`src/rtl/fpu_pkg.sv`:
```
// +--------------------------------------------------------------------+
// | fpu_pkg : format constants, status indices and FSM states for fpu  |
// | Rev 1.0                                                            |
// +--------------------------------------------------------------------+
`default_nettype none

package fpu_pkg;

  localparam int EXP_W  = 6;
  localparam int MANT_W = 25;
  localparam int BIAS   = 31;
  localparam int SIG_W  = MANT_W + 1;   // hidden bit + stored mantissa
  localparam int WRK_W  = SIG_W + 3;    // significand + guard/round/sticky
  localparam int LZC_W  = SIG_W + 1;    // significand + guard

  localparam int ST_EXACT     = 0;
  localparam int ST_OVERFLOW  = 1;
  localparam int ST_UNDERFLOW = 2;
  localparam int ST_INEXACT   = 3;

  typedef logic [2:0] state_t;

  localparam state_t S_LOAD  = 3'd0;
  localparam state_t S_ALIGN = 3'd1;
  localparam state_t S_ADD   = 3'd2;
  localparam state_t S_NORM  = 3'd3;
  localparam state_t S_ROUND = 3'd4;
  localparam state_t S_WRITE = 3'd5;

endpackage

`default_nettype wire

```
`src/rtl/fpu_lzc.sv`:
```
// +--------------------------------------------------------------------+
// | fpu_lzc : leading-zero count of the 27-bit significand+guard field |
// | Rev 1.0                                                            |
// +--------------------------------------------------------------------+
`default_nettype none

module fpu_lzc
  import fpu_pkg::*;
(
  input  logic [LZC_W-1:0] i_value,
  output logic [4:0]       o_count
);

  always_comb begin
    o_count = 5'(LZC_W);
    for (int i = 0; i < LZC_W; i++) begin
      if (i_value[i]) o_count = 5'(LZC_W - 1 - i);
    end
  end

endmodule

`default_nettype wire

```
`src/rtl/fpu.sv`:
```
// +--------------------------------------------------------------------+
// | fpu : six-cycle free-running adder/subtractor, custom 32-bit float |
// | Rev 1.0                                                            |
// +--------------------------------------------------------------------+
`default_nettype none

module fpu
  import fpu_pkg::*;
(
  input  logic        clock100KHz,
  input  logic        reset,
  input  logic [31:0] op_A_in,
  input  logic [31:0] op_B_in,
  output logic [31:0] data_out,
  output logic [3:0]  status_out
);

  state_t              r_state;
  logic [31:0]         r_op_a, r_op_b;
  logic [WRK_W-1:0]    r_big, r_small, r_norm;
  logic [WRK_W:0]      r_sum;
  logic signed [7:0]   r_exp;
  logic [MANT_W-1:0]   r_mant;
  logic                r_sign, r_sub, r_special, r_zero, r_inexact;

  logic [EXP_W-1:0]    w_exp_a, w_exp_b, w_exp_big, w_exp_small, w_diff;
  logic [SIG_W-1:0]    w_sig_a, w_sig_b, w_sig_big, w_sig_small;
  logic                w_a_big, w_lost, w_round_up;
  logic [WRK_W-1:0]    w_small_ext, w_shifted, w_aligned;
  logic [4:0]          w_lz;
  logic [SIG_W:0]      w_rounded;
  logic [31:0]         w_data;
  logic [3:0]          w_status;

  // Exponent zero flushes the operand to zero regardless of its mantissa.
  assign w_exp_a = r_op_a[30:25];
  assign w_exp_b = r_op_b[30:25];
  assign w_sig_a = (w_exp_a == '0) ? '0 : {1'b1, r_op_a[MANT_W-1:0]};
  assign w_sig_b = (w_exp_b == '0) ? '0 : {1'b1, r_op_b[MANT_W-1:0]};
  assign w_a_big = {w_exp_a, w_sig_a} >= {w_exp_b, w_sig_b};

  assign w_exp_big   = w_a_big ? w_exp_a : w_exp_b;
  assign w_exp_small = w_a_big ? w_exp_b : w_exp_a;
  assign w_sig_big   = w_a_big ? w_sig_a : w_sig_b;
  assign w_sig_small = w_a_big ? w_sig_b : w_sig_a;
  assign w_diff      = w_exp_big - w_exp_small;

  assign w_small_ext = {w_sig_small, 3'b000};
  assign w_shifted   = w_small_ext >> w_diff;
  assign w_lost      = |(w_small_ext & ~({WRK_W{1'b1}} << w_diff));

  always_comb begin
    w_aligned = {w_shifted[WRK_W-1:1], w_shifted[0] | w_lost};
    if (w_diff > 6'd27) w_aligned = {{(WRK_W-1){1'b0}}, |w_sig_small};
  end

  // Only sum[28:2] can carry leading zeros that matter; G/R/S ride along.
  fpu_lzc u_lzc (
    .i_value (r_sum[WRK_W-1:2]),
    .o_count (w_lz)
  );

  assign w_round_up = r_norm[2] & (r_norm[1] | r_norm[0] | r_norm[3]);
  assign w_rounded  = {1'b0, r_norm[WRK_W-1:3]} + (SIG_W + 1)'(w_round_up);

  always_comb begin
    w_data   = '0;
    w_status = '0;
    if (r_special || (!r_zero && r_exp >= 8'sd63)) begin
      w_data                = {r_sign, {EXP_W{1'b1}}, {MANT_W{1'b0}}};
      w_status[ST_OVERFLOW] = 1'b1;
    end else if (r_zero) begin
      w_status[ST_EXACT] = 1'b1;
    end else if (r_exp <= 8'sd0) begin
      w_status[ST_UNDERFLOW] = 1'b1;
    end else begin
      w_data = {r_sign, r_exp[EXP_W-1:0], r_mant};
      if (r_inexact) w_status[ST_INEXACT] = 1'b1;
      else           w_status[ST_EXACT]   = 1'b1;
    end
  end

  always_ff @(posedge clock100KHz or negedge reset) begin
    if (!reset) begin
      r_state    <= S_LOAD;
      r_op_a     <= '0;
      r_op_b     <= '0;
      r_big      <= '0;
      r_small    <= '0;
      r_sum      <= '0;
      r_norm     <= '0;
      r_exp      <= '0;
      r_mant     <= '0;
      r_sign     <= 1'b0;
      r_sub      <= 1'b0;
      r_special  <= 1'b0;
      r_zero     <= 1'b0;
      r_inexact  <= 1'b0;
      data_out   <= '0;
      status_out <= '0;
    end else begin
      case (r_state)
        S_LOAD: begin
          r_op_a  <= op_A_in;
          r_op_b  <= op_B_in;
          r_state <= S_ALIGN;
        end
        S_ALIGN: begin
          r_big     <= {w_sig_big, 3'b000};
          r_small   <= w_aligned;
          r_exp     <= $signed({2'b00, w_exp_big});
          r_sign    <= w_a_big ? r_op_a[31] : r_op_b[31];
          r_sub     <= r_op_a[31] ^ r_op_b[31];
          r_special <= (w_exp_a == {EXP_W{1'b1}}) || (w_exp_b == {EXP_W{1'b1}});
          r_state   <= S_ADD;
        end
        S_ADD: begin
          r_sum   <= r_sub ? ({1'b0, r_big} - {1'b0, r_small})
                           : ({1'b0, r_big} + {1'b0, r_small});
          r_state <= S_NORM;
        end
        S_NORM: begin
          r_zero <= (r_sum == '0);
          if (r_sum[WRK_W]) begin
            r_norm <= {r_sum[WRK_W:2], r_sum[1] | r_sum[0]};
            r_exp  <= r_exp + 8'sd1;
          end else begin
            r_norm <= r_sum[WRK_W-1:0] << w_lz;
            r_exp  <= r_exp - $signed({3'b000, w_lz});
          end
          r_state <= S_ROUND;
        end
        S_ROUND: begin
          r_inexact <= |r_norm[2:0];
          if (w_rounded[SIG_W]) begin
            r_mant <= w_rounded[MANT_W:1];
            r_exp  <= r_exp + 8'sd1;
          end else begin
            r_mant <= w_rounded[MANT_W-1:0];
          end
          r_state <= S_WRITE;
        end
        S_WRITE: begin
          data_out   <= w_data;
          status_out <= w_status;
          r_state    <= S_LOAD;
        end
        default: r_state <= S_LOAD;
      endcase
    end
  end

endmodule

`default_nettype wire

```
`config.mk`:
```
export PLATFORM = sky130hd
export DESIGN_NAME = fpu
export DESIGN_NICKNAME = d
export VERILOG_FILES = /design/src/rtl/fpu_pkg.sv /design/src/rtl/fpu_lzc.sv /design/src/rtl/fpu.sv
export SDC_FILE = /design/constraint.sdc
export NUM_CORES = 1
export LEC_CHECK = 0
export ABC_AREA = 1
export CORE_MARGIN = 2
export CORE_UTILIZATION = 41
export DETAILED_ROUTE_END_ITERATION = 16
export DONT_BUFFER_PORTS = 1
export HOLD_SLACK_MARGIN = 0.05
export PLACE_DENSITY = 0.51
export SLEW_MARGIN = 15
export SYNTH_ARGS = -nofsm -noshare
export SYNTH_HDL_FRONTEND = slang
export SYNTH_SLANG_ARGS = --single-unit
```
`constraint.sdc`:
```
create_clock -name clock100KHz -period 5.6 [get_ports clock100KHz]
set_input_delay 0.56 -clock clock100KHz [delete_from_list [all_inputs] [get_ports clock100KHz]]
set_output_delay 0.56 -clock clock100KHz [all_outputs]
set_load 0.02 [all_outputs]
```
==> summary.txt <==
status: complete, but fails checks
failing checks: hold timing
HPWL after DPL: 46.4 mm
core area: 44,000 um^2
Nets: 2,661
routed wire length per instance: 20.0 um
Chip Width: 215 um
Die Span Y: 215 um
final core utilization: 45.1%
P_leak: 9.76 nW
CP top delay family: simple AND/OR/NAND/NOR gates
dominant cell type by area after synthesis: dfrtp_1
antenna violations before repair: 1
H-tree levels: 1
async set or reset register ratio after synthesis: 100%
crit share post-route: 90.2%
iteration count of the initial detailed-routing pass: 7
Worst-path clk slew: 60 ps
critical path class: register to register
Largest stage delay, worst path: 410 ps
Synth Flop Type: dfrtp_1
mapped cell area: 18,200 um^2
Starting Density: 41.4%
Peak supply drop: 0.246 mV
WHS: -348 ps
DRC: 0
I/O Buffers: 0
synth unique cells: 60
Top Ports: 102
Worst path slowest cell: dfrtp_1
number of global-route vias before repair: 16,800
first-pass GRT wire length: 97.9 mm
Final Hold Vio Count: 255
worst hold path type: input port to async pin
Post-Route WL: 62.4 mm
antenna viol nets, final: 0
Slew Viols, Final: 0
EDFF count, synth: 0
CP Capture Type: register
CP Buf/Inv Count: 7
skew final: 14.9 ps
DRT iter0 DRCs: 1,513
CP required: 6110 ps
min Tclk post-route: 5050 ps
die footprint: 46,100 um^2
fmax: 198 MHz
TritonCTS clock tree: built
layout cells sized above 1: 6.78%
Post-Place Cells: 3,057
Synth Instances: 2,557
post-synthesis sequential area ratio: 35.0%
TritonCTS Buffers: 31
via count: 17,200
FP Rows: 77
grt ovf: 0
clock latency on the worst-skew pair: 610 ps
# diodes: 0
yosys warns: 0
largest net degree at the start of global routing: 256
via/cell ratio: 5.51
setup TNS: 0 ps
unrepaired setup endpoints after global routing: false
final instance count without filler cells: 3,114
critical path launch point type: register
Clock Path Buffers: 3
area delta synth->final: 9.02%
RD Place Congestion: 0.938
Avg Synthesized Cell Area: 7.13 um^2
Yosys top cell area share: 35.0%
TritonCTS Sinks: 255
post-synthesis register bit count: 255
Power Dens Cells: 446 nW/um^2
gr usage total: 26.8%
synth top area cells: dfrtp_1 (35%), nand2_1 (14%), nand3_1 (6.7%)
CTS Root Cell: clkbuf_16
total power: 8.87 mW
Final setup viols: 0
syn nets: 2,720
Worst-Margin Slew: 892 ps
Max-cap violations: 0
CP most frequent cell: nand2_1
maximum fanout along the worst path: 42
max_slew headroom: 40.5%
Worst EP arrival: 5570 ps
[worst reg2reg max path, delay by kind of cell, from the launching register on]
family,cells,cell delay [ps]
buffers and inverters,7,1270
AO/OA/AOI/OAI,7,1370
adder cells (fa/ha/maj),1,310
flip-flops,1,410
AND/OR/NAND/NOR,15,1610
[metrics by stage]
| stage | hold WS, ps | instance area, um^2 | worst slack, ps |
|---|---|---|---|
| after floorplan | 264 | 18200 | 1220 |
| after global placement | 270 | 18700 | 574 |
| after detailed placement | 271 | 18700 | 532 |
| after CTS | -378 | 19900 | 494 |
| after global routing | -374 | 19900 | 42.1 |
| final | -348 | 19900 | 548 |
[cells in the final DEF (no fill, tap or decap), types with 38 or more instances in the layout]
cell type	instances
nand2_1	680
inv_1	265
dfrtp_1	255
nand3_1	243
o21ai_0	208
a21oi_1	169
nor2_1	156
ha_1	95
mux2_2	50
xor2_1	43
o21ai_1	38
[Yosys cell counts (4+ instances only)]
cell	n
o32ai_1	4
nor4_1	15
o21ai_0	209
xor2_1	43
inv_2	13
o211ai_1	18
nor3_1	16
o221ai_1	8
dfrtp_1	255
nand2_1	681
inv_1	265
o31ai_1	4
nand4_1	23
clkbuf_1	79
nor2_1	157
a211oi_1	6
o21ai_1	37
ha_1	95
buf_2	21
nand3_1	243
buf_1	20
o22ai_1	16
a32o_1	6
mux2_2	50
o21bai_1	4
a22oi_1	14
xnor2_1	5
a21oi_1	171
a31oi_1	11
o32ai_2	7
a21boi_0	7
mux2i_1	9
buf_6	4
[area by class of cell]
type / instances / area [um^2]
clock inverters: 15 / 283
clock buffers: 42 / 867
inverters: 281 / 1060
repair buffers: 33 / 264
multi-input cells: 1896 / 10300
flip-flops and latches: 255 / 6380
fillers: 4637 / 24200
well taps: 592 / 741
[what timing repair did]
action	CTS	global route
setup buffers	0	0
endpoints found under the setup margin	0	8
gates resized for setup	0	2
endpoints found under the hold margin	255	255
[sequential cells by signal, summed over array words and instances (netlist names)]
signal	cells
r_sum	30
r_exp	8
r_big	26
r_op_b	32
r_mant	25
status_out	4
data_out	32
r_small	29
r_zero	1
r_state	3
r_sign	1
r_inexact	1
r_op_a	32
r_sub	1
r_special	1
r_norm	29
[report_power, final]
part	total (mW)	internal, mW	switching (mW)
clock	2.26	1.41	0.855
sequential	3.11	2.36	0.755
combinational	3.49	1.19	2.30
[cell families (layout without fill, tap and decap cells)]
logic type | Yosys count | after routing | share of synthesized area [%]
simple gates | 1152 | 1152 | 26.6
compound gates | 539 | 539 | 16.9
buf+inv | 406 | 371 | 8.71
flops | 255 | 255 | 35.0
fa+ha+maj | 97 | 97 | 6.74
mux | 59 | 59 | 3.58
xor+xnor | 49 | 49 | 2.46
[path summary, 6_finish.rpt]
path / start / end / slack [ps] / cells after the start
min in group clock100KHz: op_B_in[11] / r_op_b[11] / 100 / 1
max in group asynchronous: reset / r_big[20] / 5590 / 0
min: reset / data_out[3] / -350 / 0
min reg2reg: r_sign / r_sign / 500 / 2
max: r_op_a[28] / r_small[4] / 550 / 30
max reg2reg: r_op_a[28] / r_small[4] / 550 / 30
[per-layer routing]
metal / vias up / share of wire [%] / track usage [%]
li1: 8385 / - / -
met1: 8244 / 43 / 34.5
met2: 412 / 49 / 46.2
met3: 115 / 3.7 / 2.39
met4: 0 / 4.6 / 11.0
met5: - / 0 / 0
No activity file was read; power rests on OpenSTA's default activity.
==> patch 1: new RTL, same settings <==
Make the reset (`reset`) synchronous in one clocked block.
--- a/src/rtl/fpu.sv
+++ b/src/rtl/fpu.sv
@@ -80,7 +80,7 @@
     end
   end
 
-  always_ff @(posedge clock100KHz or negedge reset) begin
+  always_ff @(posedge clock100KHz) begin
     if (!reset) begin
       r_state    <= S_LOAD;
       r_op_a     <= '0;
Formal check against the unedited RTL: not equivalent (a bounded check fails within 10 cycles, from zero or initial values and one cycle with reset low; the reset may be asserted at any time).
==> patch 1 against the unedited design <==
First-iteration DRC count down 3.6%; worst setup slack worse by 0.23 ns; sequential cell count unchanged; cell area down 3.6%; total power down 7.5%; routed wire length up 0.29%; synthesized area down 3.0%; highest routed layer unchanged.
==> patch 1: results (changes against the unedited design) <==
Global route
  – GRT Total Usage: 27.67% (+0.90 points)
  – First-pass GRT wire length: 97300 um (-0.56%)
  – Largest net degree at the start of global routing: 109 (-57%)
  – Vias in the first global route: 17140 (+1.9%)
  – Initial antenna violation count: 0 (-1)

Routing
  – First-pass DRT Iterations: 6 (-1)
  – Vias/cell: 5.495 (-0.25%)
  – First DRT Iteration DRCs: 1458 (-3.6%)
  – WL per Instance: 18.98 um (-5.2%)
  – Routed WL: 62550 um (+0.29%)

Finish
  – ANT cells: 0 (unchanged)
  – Biggest registers after layout: data_out x32, r_op_a x32, r_op_b x32
  – Nets@finish: 2889 (+8.6%)
  – Filler cells: 4650 (+0.28%)
  – Share of cells above drive strength 1: 4.945% (-1.8 points)

Placement
  – Placement Cell Area: 18040 sq um (-3.6%)
  – I/O Buffers: 0 (unchanged)
  – RD Place Congestion: 0.9259 (-1.3%)
  – Placed cells: 3237 (+5.9%)
  – Post-DP HPWL: 47830 um (+3.1%)

Power
  – Static Leak: 8.984 nW (-7.9%)
  – Worst IR Drop VDD: 0.2799 mV (+14%)

Worst setup path
  – WP data arrival: 5.80 ns (+0.23 ns)
  – Critical R2R Capture: r_small[13]
  – Reg-to-reg startpoint: r_op_a[27]
  – Peak fanout along the critical path: 28 (-33%)
  – FF-to-FF setup slack: 0.32 ns (-0.23 ns)
  – R2r worst-path depth: 20 (-33%)

Run status
  – Outcome: finished clean

STA
  – Relative slew slack: 27.96% (-13 points)
  – Slew Viols, Final: 0 (unchanged)
  – Hold Slack: 0.1092 ns (+0.4577 ns)
  – Layout Skew: 0.008994 ns (-0.005903 ns)
  – Final hold vios: 0 (-100%)

Logic synthesis
  – Synth top cells by count: nand2_1 (708), a21oi_1 (312), inv_1 (305)
  – Synth Flop Type: dfxtp_1
  – Synth cell types: 58 (-3.3%)
  – Synth warn: 0 (unchanged)
  – Ranking of synthesized cells by area: dfxtp_1 (29%), nand2_1 (15%), a21oi_1 (8.8%), o21ai_0 (7.0%), ha_1 (6.7%)
  – Syn nets: 2967 (+9.1%)
  – Seq/Total Area, Yosys: 28.87% (-6.1 points)
  – Post-synth ARST share: 0% (-100 points)
  – Post-Syn Instances: 2804 (+9.7%)

Hold path
  – WHS Endpoint: r_op_a[19]
  – HP Start: op_A_in[19]
  – Hold crit path type: in -> reg
  – Hold Path Cell Cnt: 2

CTS
  – Clock Path Buffers: 3 (unchanged)
  – H-tree levels: 1 (unchanged)
  – Worst-path clk slew: 0.06 ns (about the same)
  – Root Buffer: clkbuf_16
  – Clk_lat worst skew: 0.59 ns (-0.02 ns)
  – Post-CTS sizing: 0 (unchanged)
  – Total setup buffers inserted after CTS: 0 (unchanged)
  – Num CTS Buffers: 31 (unchanged)
==> patch 1: cell count changes in the layout (fill, tap and decap cells not counted), moves of 28 or more <==
cell	delta
a21oi_1	+143
dfrtp_1	-255
dfxtp_1	+254
inv_1	+38
mux2_2	-50
nand2_1	+28
nand3_1	-55
nor2_1	+51
o211ai_1	+28
o21ai_0	+41
==> patch 1: cells by family (layout without fill, tap and decap cells) <==
| family | after synthesis | count (layout) | share of synthesized area (%) |
|---|---|---|---|
| simple gates | 1187 | 1187 | 27.78 |
| compound gates | 735 | 735 | 22.90 |
| buf+inv | 471 | 417 | 10.45 |
| flops | 255 | 255 | 28.87 |
| fa+ha+maj | 97 | 97 | 6.950 |
| xor+xnor | 47 | 47 | 2.371 |
| mux | 12 | 12 | 0.6794 |
==> patch 1: area by class of cell <==
class,count,area [sq um],area share [%]
Multi-Input combinational cell,2078,10760,56.19
Sequential cell,255,5106,26.66
Inverter,319,1200,6.266
Clock buffer,47,925.9,4.835
Tap cell,546,683.2,3.567
Timing Repair Buffer,41,332.8,1.738
Clock inverter,10,142.6,0.7448
==> patch 1: per-stage QoR <==
stage	total power, mW	setup slack, ns
2_1_floorplan	4.977	1.475
3_3_place_gp	6.074	0.05210
3_5_place_dp	6.072	0.04862
4_1_cts	8.195	0.02748
5_1_grt	8.810	0.06206
6_report	8.202	0.3170
==> patch 1: power by group <==
group	internal, mW	switching (mW)
Sequential	1.96	0.156
Clock	1.27	0.828
Combinational	1.20	2.79
Total	4.43	3.77
==> patch 1: metal layers <==
metal | global-route usage (%) | part of all wire, % | up-vias
met5 | 0 | 0 | -
met3 | 2.581 | 4.7 | 93
li1 | - | - | 9135
met4 | 8.815 | 3.6 | 0
met1 | 34.77 | 43 | 8390
met2 | 49.72 | 49 | 495
==> patch 1: critical path, stage by stage (launching register included) <==
cell and delay (ns):
dfxtp_1 0.37, nor4_1 0.32, nand3_1 0.11, buf_4 0.25, nand2_1 0.16, inv_1 0.07
ha_1 0.30, nand4_1 0.16, nor4_4 0.44, nand4_1 0.43, nand3_4 0.23, nand2_2 0.29
o22ai_1 0.24, inv_1 0.11, o21ai_0 0.44, o21ai_0 0.26, o21ai_2 0.33, nor2_1 0.07
nor4_1 0.46, a21oi_1 0.07, nor2_1 0.09
==> patch 1: worst max path at each step <==
stage,startpoint,end,slack (ns),cells after the start
2_1_floorplan,r_op_a[27],r_small[13],1.48,23
3_3_place_gp,r_op_a[27],r_small[13],0.05,20
3_5_place_dp,r_op_a[27],r_small[13],0.05,20
4_1_cts,r_op_a[27],r_small[13],0.03,20
5_1_grt,r_op_a[27],r_small[0],0.06,28
6_report,r_op_a[27],r_small[13],0.32,20
==> patch 2: new RTL, config.mk and constraints unchanged <==
Without the edit above. Register the inputs `op_A_in` and `op_B_in` before use, cleared by the reset. The logic sees them one clock later.
--- a/src/rtl/fpu.sv
+++ b/src/rtl/fpu.sv
@@ -14,6 +14,19 @@
   output logic [31:0] data_out,
   output logic [3:0]  status_out
 );
+
+  logic [31:0] op_A_q;
+  logic [31:0] op_B_q;
+
+  always_ff @(posedge clock100KHz or negedge reset) begin
+    if (!reset) begin
+      op_A_q <= '0;
+      op_B_q <= '0;
+    end else begin
+      op_A_q <= op_A_in;
+      op_B_q <= op_B_in;
+    end
+  end
 
   state_t              r_state;
   logic [31:0]         r_op_a, r_op_b;
@@ -101,8 +114,8 @@
     end else begin
       case (r_state)
         S_LOAD: begin
-          r_op_a  <= op_A_in;
-          r_op_b  <= op_B_in;
+          r_op_a  <= op_A_q;
+          r_op_b  <= op_B_q;
           r_state <= S_ALIGN;
         end
         S_ALIGN: begin
Check against the original RTL: not equivalent (a bounded check fails within 10 cycles, from zero or initial values and one cycle with reset low).
==> patch 2 against the unedited design <==
The run still ends with hold timing left; synthesized area increased by 9.7%; worst hold slack improved by 0.041 ns; count of clock-buffer cells in the layout increased by 18; cell area increased by 14%; sequential cell count increased by 64; via count increased by 6.0%; worst setup slack got worse by 0.12 ns; routed wire length increased by 5.3%; synthesized cell count increased by 4.8%; total power increased by 13%; sequential share of layout area increased by 3.2 points; critical path type unchanged; critical endpoint is now r_small[0].
==> patch 2: results (changes against the unedited design) <==
Routing
  – Vias/cell: 5.441 (-1.2%)
  – First-pass DRT Iterations: 6 (-1)
  – First DRT Iteration DRCs: 1614 (+6.7%)

Global route
  – First-pass GRT wire length: 102600 um (+4.9%)
  – GRT Total Usage: 26.19% (-0.58 points)
  – Vias in the first global route: 17870 (+6.2%)
  – Initial antenna violation count: 0 (-1)

Logic synthesis
  – Syn nets: 2844 (+4.6%)
  – Synth top cells by count: nand2_1 (585), inv_1 (331), dfrtp_1 (319)
  – Seq/Total Area, Yosys: 39.95% (+4.9 points)

CTS
  – Clk_lat worst skew: 0.57 ns (-0.04 ns)
  – Num CTS Buffers: 39 (+26%)
  – H-tree levels: 2 (+1)

STA
  – Worst-Margin Slew: 1.141 ns (+0.2484 ns)
  – Layout Skew: 0.02794 ns (+0.01305 ns)
  – Hold Slack: -0.3074 ns (+0.04101 ns)
  – Final hold vios: 319 (+25%)

Placement
  – Post-DP HPWL: 49230 um (+6.2%)
  – Place WS: 0.1837 ns (-0.3479 ns)
  – Placement Cell Area: 20470 sq um (+9.4%)
  – RD Place Congestion: 0.9208 (-1.8%)
  – Placed cells: 3195 (+4.5%)

Power
  – Worst IR Drop VDD: 0.2407 mV (-2.1%)

Worst setup path
  – WP data arrival: 5.63 ns (+0.06 ns)
  – Peak fanout along the critical path: 36 (-14%)

Run status
  – Failing checks: hold timing
  – Outcome: finished with violations

Finish
  – Final non-filler cell total: 3342 (+7.3%)
  – Nets@finish: 2860 (+7.5%)
  – Filler cells: 4833 (+4.2%)
  – Area grow syn2layout: 13.00%
==> patch 2: cell types whose count changed in the layout (fill, tap and decap cells not counted), moves of 12 or more <==
cell	delta
inv_1	+64
dfrtp_1	+64
nor2_1	+24
a31oi_1	+12
o21ai_1	-28
dlygate4sd3_1	+64
nand2_1	-96
mux2_2	-16
a21oi_1	+48
o21ai_0	+33
o22ai_1	+27
==> patch 2: final cells by class <==
class / count / share of cell area [%]
clock buffers: 60 / 5.120
clock inverters: 11 / 0.7813
inverters: 337 / 5.652
multi-input cells: 1890 / 45.17
flip-flops and latches: 319 / 35.35
well taps: 615 / 3.408
repair buffers: 108 / 4.461
repair inverters: 2 / 0.05541
==> patch 2: layer usage <==
metal | GRT usage [%] | routed length [um] | share of wire [%]
met2 | 45.15 | 32170 | 49
met4 | 11.19 | 2864 | 4.4
met3 | 3.253 | 3247 | 4.9
met5 | 0 | 0 | 0
met1 | 33.12 | 27410 | 42
==> patch 2: power breakdown <==
part	total [mW]	switching (mW)	internal, mW	leakage (nW)
combinational	3.80	2.52	1.28	6.76
sequential	3.57	0.733	2.84	3.82
clock	2.63	1.01	1.61	0.649
==> patch 2: worst paths after layout <==
| check | startpoint | to | slack (ns) | depth (start not counted) |
|---|---|---|---|---|
| min in group clock100KHz | op_A_q[15] | r_op_a[15] | 0.47 | 1 |
| setup / recovery | r_op_a[28] | r_small[0] | 0.43 | 34 |
| max in group asynchronous | reset | r_small[19] | 4.96 | 0 |
| hold reg to reg | op_A_q[15] | r_op_a[15] | 0.47 | 1 |
| hold / removal | reset | data_out[16] | -0.31 | 0 |
| setup reg to reg | r_op_a[28] | r_small[0] | 0.43 | 34 |
==> patch 2: logic make-up (layout without fill, tap and decap cells) <==
| group | after synthesis | count (layout) | synth area share [%] |
|---|---|---|---|
| simple gates | 1084 | 1084 | 22.94 |
| compound gates | 615 | 615 | 17.01 |
| buf+inv | 472 | 518 | 9.235 |
| flops | 319 | 319 | 39.95 |
| fa+ha+maj | 97 | 97 | 6.149 |
| xor+xnor | 52 | 52 | 2.411 |
| mux | 42 | 42 | 2.317 |
==> patch 2: critical path, delay by kind of cell, from the launching register on <==
family / cells / cell delay [ns]
adder cells (fa/ha/maj): 1 / 0.29
AO/OA/AOI/OAI: 2 / 0.33
flip-flops: 1 / 0.41
buffers and inverters: 9 / 1.26
AND/OR/NAND/NOR: 22 / 2.72
==> patch 2: repair_timing <==
action / CTS / global route
gates resized for setup: 0 / 15
hold endpoints to repair: 383 / 319
endpoints found under the setup margin: 0 / 28
setup buffers: 0 / 10
